## src/rtl/imem_loader.sv

```systemverilog
// Boot loader: streams bytes into instruction memory and holds the core in reset.
// Define IMEM_LOADER_CHECKSUM_EN to treat the last byte as a mod-256 checksum.
module imem_loader #(
  parameter int ADDR_W = 10,
  parameter int DEPTH  = 1024
) (
  input  logic              clk,
  input  logic              rst,
  input  logic              start,
  input  logic              in_valid,
  input  logic [7:0]        in_data,
  input  logic              in_last,
  output logic              in_ready,
  output logic              mem_we,
  output logic [ADDR_W-1:0] mem_addr,
  output logic [7:0]        mem_wdata,
  output logic              cpu_rst,
  output logic              done,
  output logic              err,
  output logic [ADDR_W:0]   byte_count
);

  typedef enum logic [1:0] {
    IDLE,
    LOAD,
    DONE,
    ERR
  } state_t;

  localparam logic [ADDR_W:0] DEPTH_C = (ADDR_W+1)'(DEPTH);

  state_t state;
  logic   xfer;
  logic   full;

  assign in_ready = (state == LOAD);
  assign xfer     = in_valid && in_ready;
  assign full     = (byte_count == DEPTH_C);

`ifdef IMEM_LOADER_CHECKSUM_EN
  logic [7:0] sum;
  logic [7:0] sum_next;
  assign sum_next = sum + in_data;
`endif

  always_ff @(posedge clk or posedge rst) begin
    if (rst) begin
      state      <= IDLE;
      mem_we     <= 1'b0;
      mem_addr   <= '0;
      mem_wdata  <= '0;
      byte_count <= '0;
      done       <= 1'b0;
      err        <= 1'b0;
      cpu_rst    <= 1'b1;
`ifdef IMEM_LOADER_CHECKSUM_EN
      sum        <= '0;
`endif
    end else begin
      mem_we <= 1'b0;
      unique case (state)
        LOAD: begin
          if (xfer) begin
`ifdef IMEM_LOADER_CHECKSUM_EN
            sum <= sum_next;
            // checksum byte is consumed but never stored
            if (in_last) begin
              if (sum_next == 8'd0) begin
                state   <= DONE;
                done    <= 1'b1;
                cpu_rst <= 1'b0;
              end else begin
                state <= ERR;
                err   <= 1'b1;
              end
            end else if (full) begin
              state <= ERR;
              err   <= 1'b1;
            end else begin
              mem_we     <= 1'b1;
              mem_addr   <= byte_count[ADDR_W-1:0];
              mem_wdata  <= in_data;
              byte_count <= byte_count + 1'b1;
            end
`else
            if (full) begin
              state <= ERR;
              err   <= 1'b1;
            end else begin
              mem_we     <= 1'b1;
              mem_addr   <= byte_count[ADDR_W-1:0];
              mem_wdata  <= in_data;
              byte_count <= byte_count + 1'b1;
              // release the core on the same edge as the final write
              if (in_last) begin
                state   <= DONE;
                done    <= 1'b1;
                cpu_rst <= 1'b0;
              end
            end
`endif
          end
        end
        default: begin
          if (start) begin
            state      <= LOAD;
            byte_count <= '0;
            done       <= 1'b0;
            err        <= 1'b0;
            cpu_rst    <= 1'b1;
`ifdef IMEM_LOADER_CHECKSUM_EN
            sum        <= '0;
`endif
          end
        end
      endcase
    end
  end

endmodule

```

## config.mk

```make
export PLATFORM = sky130hd
export DESIGN_NAME = imem_loader
export DESIGN_NICKNAME = d
export VERILOG_FILES = /design/src/rtl/imem_loader.sv
export SDC_FILE = /design/constraint.sdc
export NUM_CORES = 1
export LEC_CHECK = 0
export BUFFER_PORTS_ARGS = -buffer_cell sky130_fd_sc_hd__buf_4
export CAP_MARGIN = 20
export CELL_PAD_IN_SITES_DETAIL_PLACEMENT = 1
export CELL_PAD_IN_SITES_GLOBAL_PLACEMENT = 1
export CORE_UTILIZATION = 36
export CTS_CLUSTER_SIZE = 8
export DETAILED_ROUTE_END_ITERATION = 12
export PLACE_DENSITY = 0.78
export SKIP_CTS_REPAIR_TIMING = 1
export SLEW_MARGIN = 15
export SYNTH_ARGS = -nofsm -noshare
export SYNTH_HDL_FRONTEND = slang
export SYNTH_SLANG_ARGS = --single-unit
```

## constraint.sdc

```tcl
create_clock -name clk -period 1.6 [get_ports clk]
set_clock_uncertainty 0.15 [all_clocks]
set_input_delay 0.32 -clock clk [delete_from_list [all_inputs] [get_ports clk]]
set_output_delay 0.32 -clock clk [all_outputs]
set_load 0.01 [all_outputs]
```

Word level (Yosys, flattened, before mapping)
Cells that the tools add are included.

Add/sub/neg operators: 1. Multiplexer cells: 25. Reductions and logical operators: 7. Bitwise operators: 1. Eq/ne operators: 7.

Operators with widths (count): $mux 11 (4); $mux 1 (16); $reduce_and 3->1 (4); $add 11x1->11 const B (1); $eq 11x11->1 const B (1); $mux 2 (5); $ne 2x1->1 const B (2); $ne 2x2->1 const B (2); $reduce_and 4->1 (1); $ne 3x2->1 const B (1); $eq 2x1->1 const B (1); $reduce_bool 2->1 (1); $logic_and 1x1->1 (1); $not 1->1 (1).

Flip-flop bits (word level): 35. Output and inout port bits: 34. Logic and storage cells: 49. Bits of input ports: 13.

Depth between registers and ports, before layout
Gate-level depths: netlist (run 1).

Depth in word-level cells: 4. Mapped depth: 6. Mapped depth without buffers: 5.

Worst setup path before layout (run 1)
OpenSTA, ideal clock, no wires.

Path type: flip-flop to flip-flop. From: reg byte_count[2]. To: reg mem_addr[0]. Path slack: -0.181 ns. Buffers on the path: 1. Arrival: 1.506 ns. Stages on the path, launching flop included: 5. Required time: 1.325 ns. Library setup time: 0.125 ns. Cell sequence: dfrtp_1 > nor4_2 > a41oi_2 > buf_4 > mux2_4.

Cells in the longest elaborated chain, start to end: 3.

Ends and longest elaborated chain: start, declared (RTL line 20) `output logic [ADDR_W:0] byte_count`; start signal, assigned (RTL line 93) `byte_count <= byte_count + 1'b1;`; $eq 11x11->1 (RTL line 38) `assign full = (byte_count == DEPTH_C);`; $not 1->1 (no line); $reduce_and 3->1 (no line); end signal, assigned (RTL line 91) `mem_addr <= byte_count[ADDR_W-1:0];`; end, declared (RTL line 15) `output logic [ADDR_W-1:0] mem_addr,`.

No other way between the ends. A chain may end at the register's enable or synchronous reset.

Worst setup path after layout (run 1)
From: reg byte_count[3]. To: reg mem_wdata[6].

Cells in the longest elaborated chain, start to end: 3.

Ends and longest elaborated chain: $eq 11x11->1 (RTL line 38); $not 1->1 (no line); $reduce_and 3->1 (no line); end signal, assigned (RTL line 92) `mem_wdata <= in_data;`; end, declared (RTL line 16) `output logic [7:0] mem_wdata,`.

No other way between the ends.

==> results of run 1 <==
## cells in the final DEF, fill, tap and decap left out, types with 3 or more instances in the layout
| cell type | synthesis | layout |
|---|---|---|
| sky130_fd_sc_hd__nor2_1 | 8 | 7 |
| sky130_fd_sc_hd__a21oi_1 | 3 | 3 |
| sky130_fd_sc_hd__clkbuf_8 | 0 | 5 |
| sky130_fd_sc_hd__buf_6 | 1 | 5 |
| sky130_fd_sc_hd__nand2_1 | 12 | 11 |
| sky130_fd_sc_hd__inv_1 | 5 | 5 |
| sky130_fd_sc_hd__mux2_4 | 14 | 14 |
| sky130_fd_sc_hd__dfrtp_1 | 34 | 28 |
| sky130_fd_sc_hd__buf_4 | 1 | 74 |
| sky130_fd_sc_hd__mux2i_1 | 5 | 5 |
| sky130_fd_sc_hd__dfrtp_2 | 0 | 6 |
| sky130_fd_sc_hd__a22o_1 | 3 | 3 |
| sky130_fd_sc_hd__o21ai_1 | 4 | 4 |
## worst paths after layout
| check | start | to | slack (ns) | depth (start not counted) |
|---|---|---|---|---|
| min in group asynchronous | rst | mem_we | 0.41 | 3 |
| max in group asynchronous | rst | byte_count[0] | 0.39 | 4 |
| setup reg to reg | byte_count[3] | mem_wdata[6] | -0.21 | 4 |
| setup / recovery | byte_count[3] | mem_wdata[6] | -0.21 | 4 |
| hold reg to reg | mem_addr[7] | mem_addr[7] | 0.36 | 1 |
| hold / removal | in_last | cpu_rst | 0.07 | 2 |
## flip-flops by register name, summed over array words and instances (netlist names)
name	flops
byte_count	11
mem_addr	10
mem_wdata	8
state	2
cpu_rst	1
done	1
err	1
mem_we	1
## where the power goes
group          switching, W  internal [W]  total (W)
Sequential         0.000191       0.00116    0.00135
Combinational      0.000751      0.000967    0.00172
Clock              0.000337      0.000622   0.000959
Total               0.00128       0.00275    0.00402
## area by class of cell
type                    count  area share [%]
clock buffers               5            2.73
clock inverters             3            2.68
inverters                   6           0.895
multi-input cells          82            29.8
flip-flops and latches     35            35.1
well taps                  50            2.49
repair buffers             82            26.3
## worst reg2reg max path, cell delays in order (launching register included)
cell and delay [ns]:
sky130_fd_sc_hd__dfrtp_2 0.44, sky130_fd_sc_hd__nor4_4 0.37, sky130_fd_sc_hd__a41oi_4 0.20, sky130_fd_sc_hd__buf_12 0.21
sky130_fd_sc_hd__mux2_4 0.31
## layer usage
metal,routed length [um],track usage (%),part of all wire [%]
met1,1950,24.7,40
met2,2470,35.2,51
met3,262,6.50,5.4
met4,140,9.64,2.9
met5,0,0,0
## cells in the mapped netlist, types with 3 or more instances
master                    instances
sky130_fd_sc_hd__o21ai_1          4
sky130_fd_sc_hd__mux2i_1          5
sky130_fd_sc_hd__nor4_1           3
sky130_fd_sc_hd__nor2_1           8
sky130_fd_sc_hd__inv_1            5
sky130_fd_sc_hd__mux2_4          14
sky130_fd_sc_hd__a22o_1           3
sky130_fd_sc_hd__nand3_1          3
sky130_fd_sc_hd__a21oi_1          3
sky130_fd_sc_hd__nand2_1         12
sky130_fd_sc_hd__dfrtp_1         34
## cell families after synthesis
group	after synthesis	share of synthesized area, %
mux	21	17.9
fa+ha+maj	2	1.58
buf+inv	9	2.93
compound gates	20	9.10
simple gates	39	13.1
flops	35	55.5
## per-stage QoR
stage	cell area (um2)	std cells	power, W	hold slack, ns	util (%)
final	2520	263	0.00402	0.0699	61.2
after global routing	2520	263	0.00425	0.0682	61.2
after CTS	2410	259	0.00395	-0.149	58.7
after detailed placement	2280	251	0.00298	0.173	55.4
after global placement	2280	251	0.00288	0.166	55.4
after floorplan	1630	126	0.00215	0.220	-
==> metrics list, run 1 <==
- Final count of negative-setup-slack endpoints: 32
- Once detail routing completed, the nets flagged for antenna violations numbered 0.
- Count of standard-cell rows: 23
- Unique masters post-synth: 35
- The mapped netlist covers 1580 um2.
- The run finished, with violations left.
* Kind of cell adding the most delay to the critical path: flip-flops
* Standard cell with the maximum stage delay on the critical path: sky130_fd_sc_hd__dfrtp_2
* Proportion of netlist area held by the largest area contributor: a little over half
- Die outline height: approximately 70 um
- For the worst setup path, the data arrival time is between 1.5 and 2 ns.
* Core Box Area: 4120 um2
- Clock period minus worst slack: 1.81 ns
- For this run, the slowest stage of the critical path takes about 0.44 ns.
- During placement, the flow inserted port buffers numbering between 40 and 50.
* Die Wd: 68.3 um
* Worst vdd ir: between 0.6 and 0.7 mV
- Inserted Diodes: 0
- Dividing the final minimum period by the clock period gives 113%.
- After detailed routing, the average wire length per cell comes to 18.3 um.
- Number of antenna violations at the first check in global routing: 0
* CP Launch Type: register
- Traced cell by cell, the critical path runs through nor4_4 -> a41oi_4 -> buf_12 -> mux2_4.
* Post-DP HPWL: about 3400 um
- The cell sitting at the root of the clock tree is a sky130_fd_sc_hd__clkbuf_8.
- Across all setup checks in the final design, the least slack found is -0.212 ns.
- Vias after detailed routing: about 1400
- Counting flops with an async set or reset pin after synthesis yields a share of between 90% and 100%.
- Before CTS, the worst setup slack after placement is -0.217 ns.
* GRT Total Usage: between 20% and 30%
- The via count of the first global-routing pass was roughly 1400.
* F_max: 552 MHz
- From synthesis to final layout, the design area changed by 59.2%.
- Number of endpoints with negative hold slack in the final report: 0
* Clock tree from TritonCTS: done
- STA puts the critical path data required time at 1.62 ns.
- Counting every net in the synthesized netlist gives 141.
- In this run, synthesis inferred 0 flip-flops with an integrated enable.
- The die covers between 4000 and 5000 um2.
- In this run the mean area of a mapped cell was 12.6 um2.
- Main area contributors after synthesis: sky130_fd_sc_hd__dfrtp_1, sky130_fd_sc_hd__mux2_4, sky130_fd_sc_hd__mux2i_1
* Leakage power total: around 1.3 nW
- Count of maximum capacitance violations: 0
* IO Pins: 47
- The multi-input combinational cells in the finished layout cover a total of 749 um2.
* Clock edge transition at the registers on the reported setup and hold paths: roughly 0.08 ns
- In this run, synthesis produced a sequential element count of 35.
- After global routing the overflow that remains totals 0.
- After detailed routing, the number of remaining DRC violations is 0.
- Startpoint-to-endpoint class of the critical path: register to register
- Largest net degree at the start of global routing: 28
* Maximum fanout along the worst path: 21
* Weighted congestion at the end of routability-driven global placement: a little under 0.8
* Total buffers and inverters traversed by the critical path: 1
- Dividing total power by cell area gives a power density of 1600 nW/um2.
* Routed via count divided by cell count: roughly 5
- Clock latency on the worst-skew pair, taken at its later pin, is roughly 0.30 ns.
- The Yosys step of the flow raised 0 warnings.
* Register area share after synthesis: a little under three fifths
- The worst pin sits at a relative slew slack of between 70 and 80%.
- Wires add up to around 4800 um.
- The clock passes through at most 2 buffers.
- The clock net in this run drives a total of 35 sinks.
- After technology mapping, the gate count stands at ~130.
* Setup repair after global routing missed its margin: true
- Largest area contributor in the synthesized netlist: sky130_fd_sc_hd__dfrtp_1
* Total CTS buffers: 5
- Number of fill cells in the layout: 440
* Setup TNS after final layout: -4.73 ns
- Max-slew violation count: 0
- Wire length of the first global-routing pass: 6910 um
* Primary flip-flop cell chosen by synthesis mapping: sky130_fd_sc_hd__dfrtp_1
- Flip-flop and latch area: about 880 um2
- H-tree lvl count: 2
- Share of final-layout standard cells stronger than drive strength 1: about three fifths
- Number of iterations in the first detailed-routing pass: 4
* Type of element capturing the critical path: register
- For this configuration, the core starts out at a cell density of 38.4%.
- The tightest min-delay check is of the input pin to register type.
- Worst slew pin tran: ~0.38 ns
- The checks that failed: setup timing.
- # nets final: about 230
- Initial detailed-routing violation count: 56
(Power assumes the default switching activity.)
==> run 2, diff against run 1 <==
Settings changed: ABC_AREA set to 1, CORE_UTILIZATION 36 to 33, PLACE_DENSITY 0.78 to 0.74.
==> metrics list, run 2 <==
* Synthesized netlist cell count: 214
* Cell Area, Synth: 1710 um2
- Global routing consumed, over all layers together, about a fifth of the routing resources.
- Synthesized Nets: roughly 230
* Number of endpoints with negative hold slack in the final report: 0
- The floorplan step defined a die boundary enclosing approximately 5500 um2.
- The repair_antennas step left the layout with diodes totalling 0.
- The multi-input combinational cells in the finished layout cover a total of about 760 um2.
* DR WL/cell: around 14 um
* Number of iterations in the first detailed-routing pass: 4
* Wire length of the first global-routing pass: approximately 8000 um
- Leakage power total: about 1.3 nW
- The routed design has 5200 um of wire.
* # nets final: 312
- Status: finished, violations left
- Cells fill 53.8% of the core in the end.
- The clock reaches the later pin of the worst-skew pair after roughly 0.30 ns.
- Port buffering added 46 buffers.
- Setup repair after global routing missed its margin: true
* Asr flop ratio synth: 100%
* Number of global-route vias before repair: ~1700
* Class of the worst hold path: input pin to register
* Period utilisation layout: 104%
- In the final layout, the share of cells above drive strength 1 is 39.6%.
- Core Box Area: roughly 4800 um2
* Maximum fanout along the worst path: 13
* Number of antenna violations at the first check in global routing: 0
- Derived from the worst setup path, the maximum achievable clock frequency is approximately 600 MHz.
- Entering global routing, the biggest net connects 27 pins.
* Unique masters post-synth: 22
- Min setup slack post-route: -0.0617 ns
- Setup violations remaining at the end of the flow were counted as 30.
- Weighted congestion at the end of routability-driven global placement: just under 0.8
- IO Pins: 47
- In this run the biggest area consumer among cell types represents approximately half of the synthesized area.
- Clock tree from TritonCTS: done
* Top post-synthesis cells by count: sky130_fd_sc_hd__nand2_1, sky130_fd_sc_hd__dfrtp_1, sky130_fd_sc_hd__inv_1
* Type of element capturing the critical path: register
- The library cell used most frequently in the layout, excluding fill and tap cells, is sky130_fd_sc_hd__buf_4.
* Standard cell with the maximum stage delay on the critical path: sky130_fd_sc_hd__dfrtp_1
- For the pin with the worst max-slew slack, the measured transition is 0.412 ns.
* Max FFs per register: 11
- Congestion Overflow GR: 0
- Setup TNS after final layout: -0.920 ns
* Die outline height: roughly 74 um
* Flip-flop and latch area: roughly 900 um2
- Count of standard-cell rows: 25
* Arrival time worst endpoint: around 1.7 ns
- Number of synthesized flops with an enable pin: 0
- STA puts the critical path data required time at roughly 1.6 ns.
- VDD sags by at most slightly below 0.8 mV.
- Number of fill cells in the layout: roughly 600
- Clock tree buffer depth: 2
- Largest area contributor in the synthesized netlist: sky130_fd_sc_hd__dfrtp_1
* Register area share after synthesis: 51.2%
* Total CTS buffers: 5
* Count of synthesis-stage warnings from yosys: 0
- The setup path with the least slack is of type register to register.
- Clock edge transition at the registers on the reported setup and hold paths: 0.07 ns
- Flip-flop and latch count after synthesis: 35
- The largest registers in the layout are byte_count: 11 flops, mem_addr: 10 flops, mem_wdata: 8 flops.
- The checks that failed: setup timing.
- Count of nets left with antenna violations after detail routing: 0
* Syn avg cell area: 8.00 um2
- Counting I/O delays and the setup requirement, the final critical path takes between 1.5 and 2 ns.
* Routed via count divided by cell count: 4.60
- The detailed router placed 1680 vias in this run.
- Relative slew margins: slightly above 70%
- In the routed design, unresolved DRC markers number 0.
* Max-slew violation count: 0
- For this configuration, the core starts out at a cell density of 35.3%.
- Relative to the synthesized area, the layout overhead comes to 52.3%.
* Cells traversed along the worst timing path: inv_2 -> ha_4 -> nand3_2 -> nor2_2 -> nand2_2 -> nand2_8 -> clkbuf_16 -> o21ai_1
* Root cell of the clock tree: sky130_fd_sc_hd__clkbuf_8
- More flip-flops sit in one register than any other, and that register is byte_count.
* Post-DP HPWL: 3640 um
- Main area contributors after synthesis: sky130_fd_sc_hd__dfrtp_1, sky130_fd_sc_hd__nand2_1, sky130_fd_sc_hd__nand3_1
- Broken down by cell family, the worst path's largest delay share belongs to simple AND/OR/NAND/NOR gates.
- The floorplan step set the die width to about 74 um.
- Total buffers and inverters traversed by the critical path: 2
- CP max stage delay: between 0.4 and 0.5 ns
- Most frequent cell after synthesis: sky130_fd_sc_hd__nand2_1
- The clock tree synthesis step divided the H-tree into 2 levels.
- STA classifies the critical path startpoint as a register.
- Count of maximum capacitance violations: 0
- The first routing iteration left 48 violations.
* Commonest non-fill, non-tap cells in the layout: sky130_fd_sc_hd__buf_4, sky130_fd_sc_hd__nand2_1, sky130_fd_sc_hd__dfrtp_1, sky130_fd_sc_hd__inv_1, sky130_fd_sc_hd__nor2_1
- Primary flip-flop cell chosen by synthesis mapping: sky130_fd_sc_hd__dfrtp_1
- Counting every sink on the clock net gives 35.
- Areal power density over the cells: ~1400 nW/um2
-- run 2: changes by cell type in the layout (fill, tap and decap cells not counted), moves of 6 or more --
| cell | delta |
|---|---|
| sky130_fd_sc_hd__nand3_1 | +11 |
| sky130_fd_sc_hd__inv_1 | +11 |
| sky130_fd_sc_hd__nor2_1 | +8 |
| sky130_fd_sc_hd__o21ai_1 | +9 |
| sky130_fd_sc_hd__dfrtp_1 | +6 |
| sky130_fd_sc_hd__mux2_4 | -14 |
| sky130_fd_sc_hd__nand2_1 | +57 |
| sky130_fd_sc_hd__dfrtp_2 | -6 |
| sky130_fd_sc_hd__nand2_2 | +6 |
-- run 2: kinds of logic (layout without fill, tap and decap cells) --
logic type	count (synthesis)	count (layout)	share of synthesized area [%]
and+or+nand+nor	121	121	30.2
DFF	35	35	51.2
AOI/OAI and AO/OA	28	28	8.33
buffers and inverters	28	112	8.77
adders and majority gates	2	2	1.46
-- run 2: stage by stage --
step | power [W] | setup slack (ns) | instances | hold slack (ns) | area (um2)
floorplan | 0.00193 | 0.000572 | 214 | 0.280 | 1710
global placement | 0.00254 | 0.0512 | 346 | 0.179 | 2290
detailed placement | 0.00258 | -0.0509 | 346 | 0.184 | 2290
CTS | 0.00331 | -0.130 | 354 | -0.133 | 2390
global route | 0.00392 | -0.143 | 365 | 0.0819 | 2610
finish | 0.00368 | -0.0617 | 365 | 0.0654 | 2610
-- run 2: worst register-to-register path: stages, from the launching register on --
cell,delay (ns)
sky130_fd_sc_hd__dfrtp_1,0.42
sky130_fd_sc_hd__inv_2,0.10
sky130_fd_sc_hd__ha_4,0.14
sky130_fd_sc_hd__nand3_2,0.09
sky130_fd_sc_hd__nor2_2,0.11
sky130_fd_sc_hd__nand2_2,0.12
sky130_fd_sc_hd__nand2_8,0.18
sky130_fd_sc_hd__clkbuf_16,0.18
sky130_fd_sc_hd__o21ai_1,0.08
-- run 2: layout make-up --
class,instances,share of cell area (%)
clock buffer,8,3.84
tap,67,3.21
multi-input combinational,151,29.3
timing repair buffer,83,26.7
sequential,35,33.6
inverter,21,3.26
-- run 2: worst paths after layout --
kind	startpoint	cells past startpoint	endpoint	slack, ns
worst max-delay path	byte_count[0]	8	byte_count[4]	-0.06
max in group asynchronous	rst	4	cpu_rst	0.36
min in group asynchronous	rst	3	mem_addr[0]	0.43
worst max register to register	byte_count[0]	8	byte_count[4]	-0.06
worst min-delay path	in_data[6]	3	mem_wdata[6]	0.07
worst min register to register	mem_wdata[1]	2	mem_wdata[1]	0.34
-- run 2: routing by layer --
| metal | vias up | part of all wire, % | GRT usage [%] |
|---|---|---|---|
| li1 | 845 | - | - |
| met1 | 791 | 45 | 24.2 |
| met2 | 33 | 50 | 33.4 |
| met3 | 11 | 3.0 | 4.20 |
| met4 | 0 | 2.0 | 7.05 |
| met5 | - | 0 | 0 |
-- run 2: report_power, final --
part / switching, W / internal, W
clock network: 0.000323 / 0.000393
logic: 0.000892 / 0.000853
registers: 0.000130 / 0.00109
